==> config.mk <==
export PLATFORM = sky130hd
export DESIGN_NAME = seq_calc
export DESIGN_NICKNAME = d
export VERILOG_FILES = /design/src/rtl/seq_calc.sv
export SDC_FILE = /design/constraint.sdc
export NUM_CORES = 1
export LEC_CHECK = 0
export ABC_AREA = 1
export CAP_MARGIN = 5
export CORE_AREA = 2 2 53 93
export DETAILED_ROUTE_END_ITERATION = 16
export DIE_AREA = 0 0 55 95
export GPL_TIMING_DRIVEN = 1
export PLACE_DENSITY = 0.75
export REMOVE_ABC_BUFFERS = 1
export SLEW_MARGIN = 20
export SYNTH_ARGS = -nofsm -noshare
export SYNTH_HDL_FRONTEND = slang
export SYNTH_SLANG_ARGS = --single-unit
==> constraint.sdc <==
create_clock -name clk_i -period 2.5 [get_ports clk_i]
set_input_delay 0.25 -clock clk_i [delete_from_list [all_inputs] [get_ports clk_i]]
set_output_delay 0.25 -clock clk_i [all_outputs]
set_load 0.01 [all_outputs]
==> src/rtl/seq_calc.sv <==
// seq_calc: parametrised sequential two's-complement calculator with a shift-add multiplier.
// Define SEQ_CALC_DIV_EN to build the restoring divider for op 011; otherwise op 011 reports an illegal op.
module seq_calc #(
    parameter int WIDTH = 4
) (
    input  logic             clk_i,
    input  logic             rst_ni,
    input  logic             start_i,
    input  logic [2:0]       op_i,
    input  logic [WIDTH-1:0] a_i,
    input  logic [WIDTH-1:0] b_i,
    input  logic             err_clr_i,
    output logic             busy_o,
    output logic             done_o,
    output logic [WIDTH-1:0] r_o,
    output logic             ovf_o,
    output logic             err_o
);

    localparam logic [1:0] S_IDLE = 2'd0;
    localparam logic [1:0] S_MUL  = 2'd1;
`ifdef SEQ_CALC_DIV_EN
    localparam logic [1:0] S_DIV  = 2'd2;
`endif
    localparam logic [1:0] S_FIN  = 2'd3;

    localparam logic [2:0] OP_ADD = 3'b000;
    localparam logic [2:0] OP_SUB = 3'b001;
    localparam logic [2:0] OP_MUL = 3'b010;
    localparam logic [2:0] OP_DIV = 3'b011;
    localparam logic [2:0] OP_AND = 3'b100;
    localparam logic [2:0] OP_OR  = 3'b101;
    localparam logic [2:0] OP_XOR = 3'b110;

    localparam int MSB = WIDTH - 1;
    localparam int CW  = $clog2(WIDTH) + 1;
    localparam logic [CW-1:0] LAST_ITER = CW'(WIDTH - 1);

    logic [1:0]         rstSync_q;
    logic               runEn;

    logic [1:0]         state_q, state_d;
    logic [2:0]         op_q, op_d;
    logic [WIDTH-1:0]   opA_q, opA_d;
    logic [WIDTH-1:0]   opB_q, opB_d;
    logic [2*WIDTH-1:0] prod_q, prod_d;
    logic [CW-1:0]      cnt_q, cnt_d;
    logic [WIDTH-1:0]   r_q, r_d;
    logic               ovf_q, ovf_d;
    logic               err_q, err_d;
    logic               done_q, done_d;

    logic [WIDTH-1:0]   magA;
    logic [WIDTH-1:0]   mulAddend;
    logic [WIDTH:0]     mulSum;
    logic [2*WIDTH-1:0] mulStep;

`ifdef SEQ_CALC_DIV_EN
    logic [WIDTH-1:0]   magB;
    logic [WIDTH:0]     divShift;
    logic               divGeq;
    logic [WIDTH-1:0]   divRem;
    logic [2*WIDTH-1:0] divStep;
    logic [WIDTH-1:0]   divQuo;
`endif

    logic               resNeg;
    logic [2*WIDTH-1:0] prodSigned;
    logic [WIDTH-1:0]   addRes;
    logic [WIDTH-1:0]   subRes;
    logic [WIDTH-1:0]   accRes;
    logic [WIDTH-1:0]   resVal;
    logic               resOvf;
    logic               finishing;

    function automatic logic [WIDTH-1:0] absVal(input logic [WIDTH-1:0] v);
        return v[WIDTH-1] ? -v : v;
    endfunction

    // Reset asserts immediately but releases into the FSM two clock edges later.
    always_ff @(posedge clk_i or negedge rst_ni) begin
        if (!rst_ni) begin
            rstSync_q <= 2'b00;
        end else begin
            rstSync_q <= {rstSync_q[0], 1'b1};
        end
    end

    assign runEn = rstSync_q[1];

    // One iteration of the shift-add multiplier: accumulate into the upper half, shift right.
    always_comb begin
        magA      = absVal(opA_q);
        mulAddend = prod_q[0] ? magA : '0;
        mulSum    = {1'b0, prod_q[2*WIDTH-1:WIDTH]} + {1'b0, mulAddend};
        mulStep   = {mulSum, prod_q[WIDTH-1:1]};
    end

`ifdef SEQ_CALC_DIV_EN
    // One restoring-divide iteration; prod holds {remainder, dividend/quotient}.
    always_comb begin
        magB     = absVal(opB_q);
        divShift = {prod_q[2*WIDTH-1:WIDTH], prod_q[WIDTH-1]};
        divGeq   = divShift >= {1'b0, magB};
        divRem   = divGeq ? (divShift[WIDTH-1:0] - magB) : divShift[WIDTH-1:0];
        divStep  = {divRem, prod_q[WIDTH-2:0], divGeq};
        divQuo   = prod_q[WIDTH-1:0];
    end
`endif

    always_comb begin
        resNeg     = opA_q[MSB] ^ opB_q[MSB];
        addRes     = opA_q + opB_q;
        subRes     = opA_q - opB_q;
        accRes     = r_q + opA_q;
        prodSigned = resNeg ? -prod_q : prod_q;
        resVal     = '0;
        resOvf     = 1'b0;
        case (op_q)
            OP_ADD: begin
                resVal = addRes;
                resOvf = (opA_q[MSB] == opB_q[MSB]) && (addRes[MSB] != opA_q[MSB]);
            end
            OP_SUB: begin
                resVal = subRes;
                resOvf = (opA_q[MSB] != opB_q[MSB]) && (subRes[MSB] != opA_q[MSB]);
            end
            OP_MUL: begin
                // In range only if the upper WIDTH+1 bits are a pure sign extension.
                resVal = prodSigned[WIDTH-1:0];
                resOvf = !((&prodSigned[2*WIDTH-1:WIDTH-1]) || !(|prodSigned[2*WIDTH-1:WIDTH-1]));
            end
            OP_DIV: begin
`ifdef SEQ_CALC_DIV_EN
                if (opB_q == '0) begin
                    resVal = '0;
                    resOvf = 1'b1;
                end else begin
                    resVal = resNeg ? -divQuo : divQuo;
                    resOvf = !resNeg && divQuo[MSB];
                end
`else
                resVal = '0;
                resOvf = 1'b1;
`endif
            end
            OP_AND: resVal = opA_q & opB_q;
            OP_OR:  resVal = opA_q | opB_q;
            OP_XOR: resVal = opA_q ^ opB_q;
            default: begin
                resVal = accRes;
                resOvf = (r_q[MSB] == opA_q[MSB]) && (accRes[MSB] != r_q[MSB]);
            end
        endcase
    end

    assign finishing = (state_q == S_FIN);

    always_comb begin
        state_d = state_q;
        op_d    = op_q;
        opA_d   = opA_q;
        opB_d   = opB_q;
        prod_d  = prod_q;
        cnt_d   = cnt_q;
        r_d     = r_q;
        ovf_d   = ovf_q;
        done_d  = 1'b0;
        case (state_q)
            S_IDLE: begin
                if (runEn && start_i) begin
                    op_d  = op_i;
                    opA_d = a_i;
                    opB_d = b_i;
                    cnt_d = '0;
                    if (op_i == OP_MUL) begin
                        prod_d  = {{WIDTH{1'b0}}, absVal(b_i)};
                        state_d = S_MUL;
`ifdef SEQ_CALC_DIV_EN
                    end else if (op_i == OP_DIV) begin
                        prod_d  = {{WIDTH{1'b0}}, absVal(a_i)};
                        state_d = S_DIV;
`endif
                    end else begin
                        state_d = S_FIN;
                    end
                end
            end
            S_MUL: begin
                prod_d = mulStep;
                cnt_d  = cnt_q + 1'b1;
                if (cnt_q == LAST_ITER) begin
                    state_d = S_FIN;
                end
            end
`ifdef SEQ_CALC_DIV_EN
            S_DIV: begin
                prod_d = divStep;
                cnt_d  = cnt_q + 1'b1;
                if (cnt_q == LAST_ITER) begin
                    state_d = S_FIN;
                end
            end
`endif
            S_FIN: begin
                r_d     = resVal;
                ovf_d   = resOvf;
                done_d  = 1'b1;
                state_d = S_IDLE;
            end
            default: state_d = S_IDLE;
        endcase
    end

    // A new overflow always wins over a simultaneous clear request.
    always_comb begin
        if (finishing && resOvf) begin
            err_d = 1'b1;
        end else if (err_clr_i) begin
            err_d = 1'b0;
        end else begin
            err_d = err_q;
        end
    end

    always_ff @(posedge clk_i or negedge rst_ni) begin
        if (!rst_ni) begin
            state_q <= S_IDLE;
            op_q    <= '0;
            opA_q   <= '0;
            opB_q   <= '0;
            prod_q  <= '0;
            cnt_q   <= '0;
            r_q     <= '0;
            ovf_q   <= 1'b0;
            err_q   <= 1'b0;
            done_q  <= 1'b0;
        end else begin
            state_q <= state_d;
            op_q    <= op_d;
            opA_q   <= opA_d;
            opB_q   <= opB_d;
            prod_q  <= prod_d;
            cnt_q   <= cnt_d;
            r_q     <= r_d;
            ovf_q   <= ovf_d;
            err_q   <= err_d;
            done_q  <= done_d;
        end
    end

    assign busy_o = (state_q != S_IDLE);
    assign done_o = done_q;
    assign r_o    = r_q;
    assign ovf_o  = ovf_q;
    assign err_o  = err_q;

endmodule

==> impl_metrics.ini <==
[run_status]
status = completed

[detailed_routing]
vias_per_cell = 5.428
drtPass1Iterations = 4
ant_nets = 0
wl_met3_microns = 131
wl_met2_microns = 3073
wl_met1_microns = 2061
wl_per_cell_microns = 13.88
drt-total-wl_microns = 5511
route.vias.total = 2155
drt_iter0_markers = 42
maxUsedRoutingLayer = met4
drc_errors = 0

[logic_synthesis]
ys.flop_type = dfrtp_1
synth_area_per_cell_sq_um = 7.610
seq_area_frac_synth = 0.3434
netlist_area_sq_mm = 0.002405
synth_xor_xnor_area_share = 0.02549
synth_compound_area_frac = 0.1394
synthCells = 316
yosys.area_share.simple = 0.2487
synth-adder-area-share = 0.1530
synth.mux.area_fraction = 0
synth.distinct_cells = 36
synth.largest_area_cell = dfrtp_1
synth_edf_count = 0
synth_top_family_by_area = simple AND/OR/NAND/NOR gates
ys_ff_latch = 33
synth_warnings = 0
synth_top_area_share = 0.3434
async_reset_ff_frac = 1.000
ys_top_cells_by_area = dfrtp_1 (34%), ha_1 (12%), nand2_1 (11%)

[clocking]
cts_buffers = 5
hold_buffers = 0
cts_setup_buffers = 0
path_clk_slew_ns = 0.07
ctsResizeCount = 0
tritoncts = yes
htree_num_levels = 2
clock_latency_ns = 0.29
clock_sinks = 33
cts.path.max_buffers = 2
cts.root.buffer_cell = clkbuf_8

[grt]
antenna_found_initial = 0
grt_pass1_vias = 2150
grt_max_degree = 34
track_usage = 0.2505
grt_pass1_wl_microns = 9473
grt_overflow = 0

[finish]
layout_commonest_cell = nand2_1
diodes = 0
postLayoutCoreUtil = 0.6182
fillers = 448
syn2layout_area_growth_pct = 16.75
nets = 386
drive_above_1_share = 0.09565
layout_common_cells = nand2_1 (69), inv_1 (37), dfrtp_1 (33)

[sta]
setup_tns_ns = 0
max_slew.worst_pin.slew_ns = 0.5002
slew_headroom = 0.6637
fin_crit_ns = 2.186
skew_ns = 0.006169
slew_viol_final = 0
timing.hold.ws_ns = 0.3592
post-route-period-util = 0.8743
rsz0062_at_grt = false
hold_violations = 0
setup_viol = 0
max_freq_mhz = 457.5

[floorplan]
fp.dieArea_sq_mm = 0.005225
row_count = 33
initial_core_util = 0.5295
core-area_sq_mm = 0.004542
die_h_microns = 95
io_pins = 23
die_w_microns = 55

[worst_setup_path]
reg2reg_depth = 12
startpoint_type = flip-flop
required_ns = 2.66
critical_path_class = reg2reg
r2r_end = prod_q[6]
r2r_slack_ns = 0.31
critPathCaptureType = flip-flop
r2r_start = opA_q[1]
crit_fanout = 6
cp.arrival_ns = 2.35

[placed_design]
dp_hpwl_microns = 4410
io_buffers = 22
gp_congestion = 0.9327

[power_and_ir_drop]
peakVddDrop_mv = 0.6947
p_per_area_mw_per_mm2 = 1434
p_leak_nw = 1.410

[run]
cap_violations = 0

[hold_path]
hold_class = in2async
## where the power goes
part	total (mW)	switching [mW]	internal, mW
Clock	0.528	0.204	0.324
Sequential	1.02	0.252	0.767
Combinational	2.48	1.52	0.963
Total	4.03	1.97	2.05
## sequential cells by signal, summed over array words and instances (netlist names), 2 cells and up
name	flops
opB_q	4
r_o	4
rstSync_q	2
cnt_q	3
prod_q	8
opA_q	4
state_q	2
op_q	3
## Yosys cell counts (all sizes together), types with 2 or more instances
master,n
a21oi,19
a31oi,2
buf,3
clkinv,3
dfrtp,33
fa,4
ha,23
inv,47
nand2,74
nand3,20
nand3b,2
nand4,2
nor2,31
nor3,6
o211ai,3
o21ai,23
o221ai,2
o22ai,8
xnor2,2
xor2,5
## per-stage QoR
step                      setup WS, ns  power [mW]  instance area, sq um  cells
final                           0.3143       4.026                  2808    397
after global routing           0.08485       4.475                  2808    397
after CTS                       0.3225       4.056                  2808    397
after detailed placement        0.3559       3.502                  2688    389
after global placement          0.4060       3.450                  2688    389
after floorplan                 0.5329       2.818                  2387    313
## final cells by class
class                   count  area (sq um)  share of cell area
flip-flops and latches     33         825.8              0.2941
inverters                  50         195.2             0.06952
well taps                  52         65.06             0.02317
repair buffers             24         235.2             0.08378
multi-input cells         230          1366              0.4866
clock buffers               6         82.58             0.02941
clock inverters             2         37.54             0.01337
## critical path, stage by stage, from the launching register on
cell and delay (ns):
dfrtp_1 0.48, inv_1 0.20, ha_1 0.26, o21ai_0 0.16, nand2_1 0.07, nor2_1 0.10
ha_1 0.28, nand2_1 0.08, nand2_1 0.05, a31oi_1 0.19, nand2_1 0.07, nand2_1 0.06
o22ai_1 0.06
## layer usage
layer  vias up  track usage
li1       1084            -
met1      1011       0.2558
met2        45       0.4593
met3        15      0.03956
met4         0       0.1260
met5         -            0
## logic make-up after synthesis
kind of cell,Yosys count
buffers and inverters,53
xor gates and xnor gates,7
and+or+nand+nor,136
other,1
DFF,33
AOI/OAI and AO/OA,59
adders and majority gates,27
## worst max path at each step
stage / startpoint / endpoint / slack, ns / cells after the start
after floorplan: opA_q[1] / prod_q[7] / 0.53 / 9
after global placement: opA_q[1] / prod_q[7] / 0.41 / 9
after detailed placement: opA_q[1] / prod_q[6] / 0.36 / 9
after CTS: opA_q[1] / prod_q[6] / 0.32 / 9
after global routing: opA_q[1] / prod_q[6] / 0.08 / 9
final: opA_q[1] / prod_q[6] / 0.31 / 12
Power figures use the tool's default switching activity.
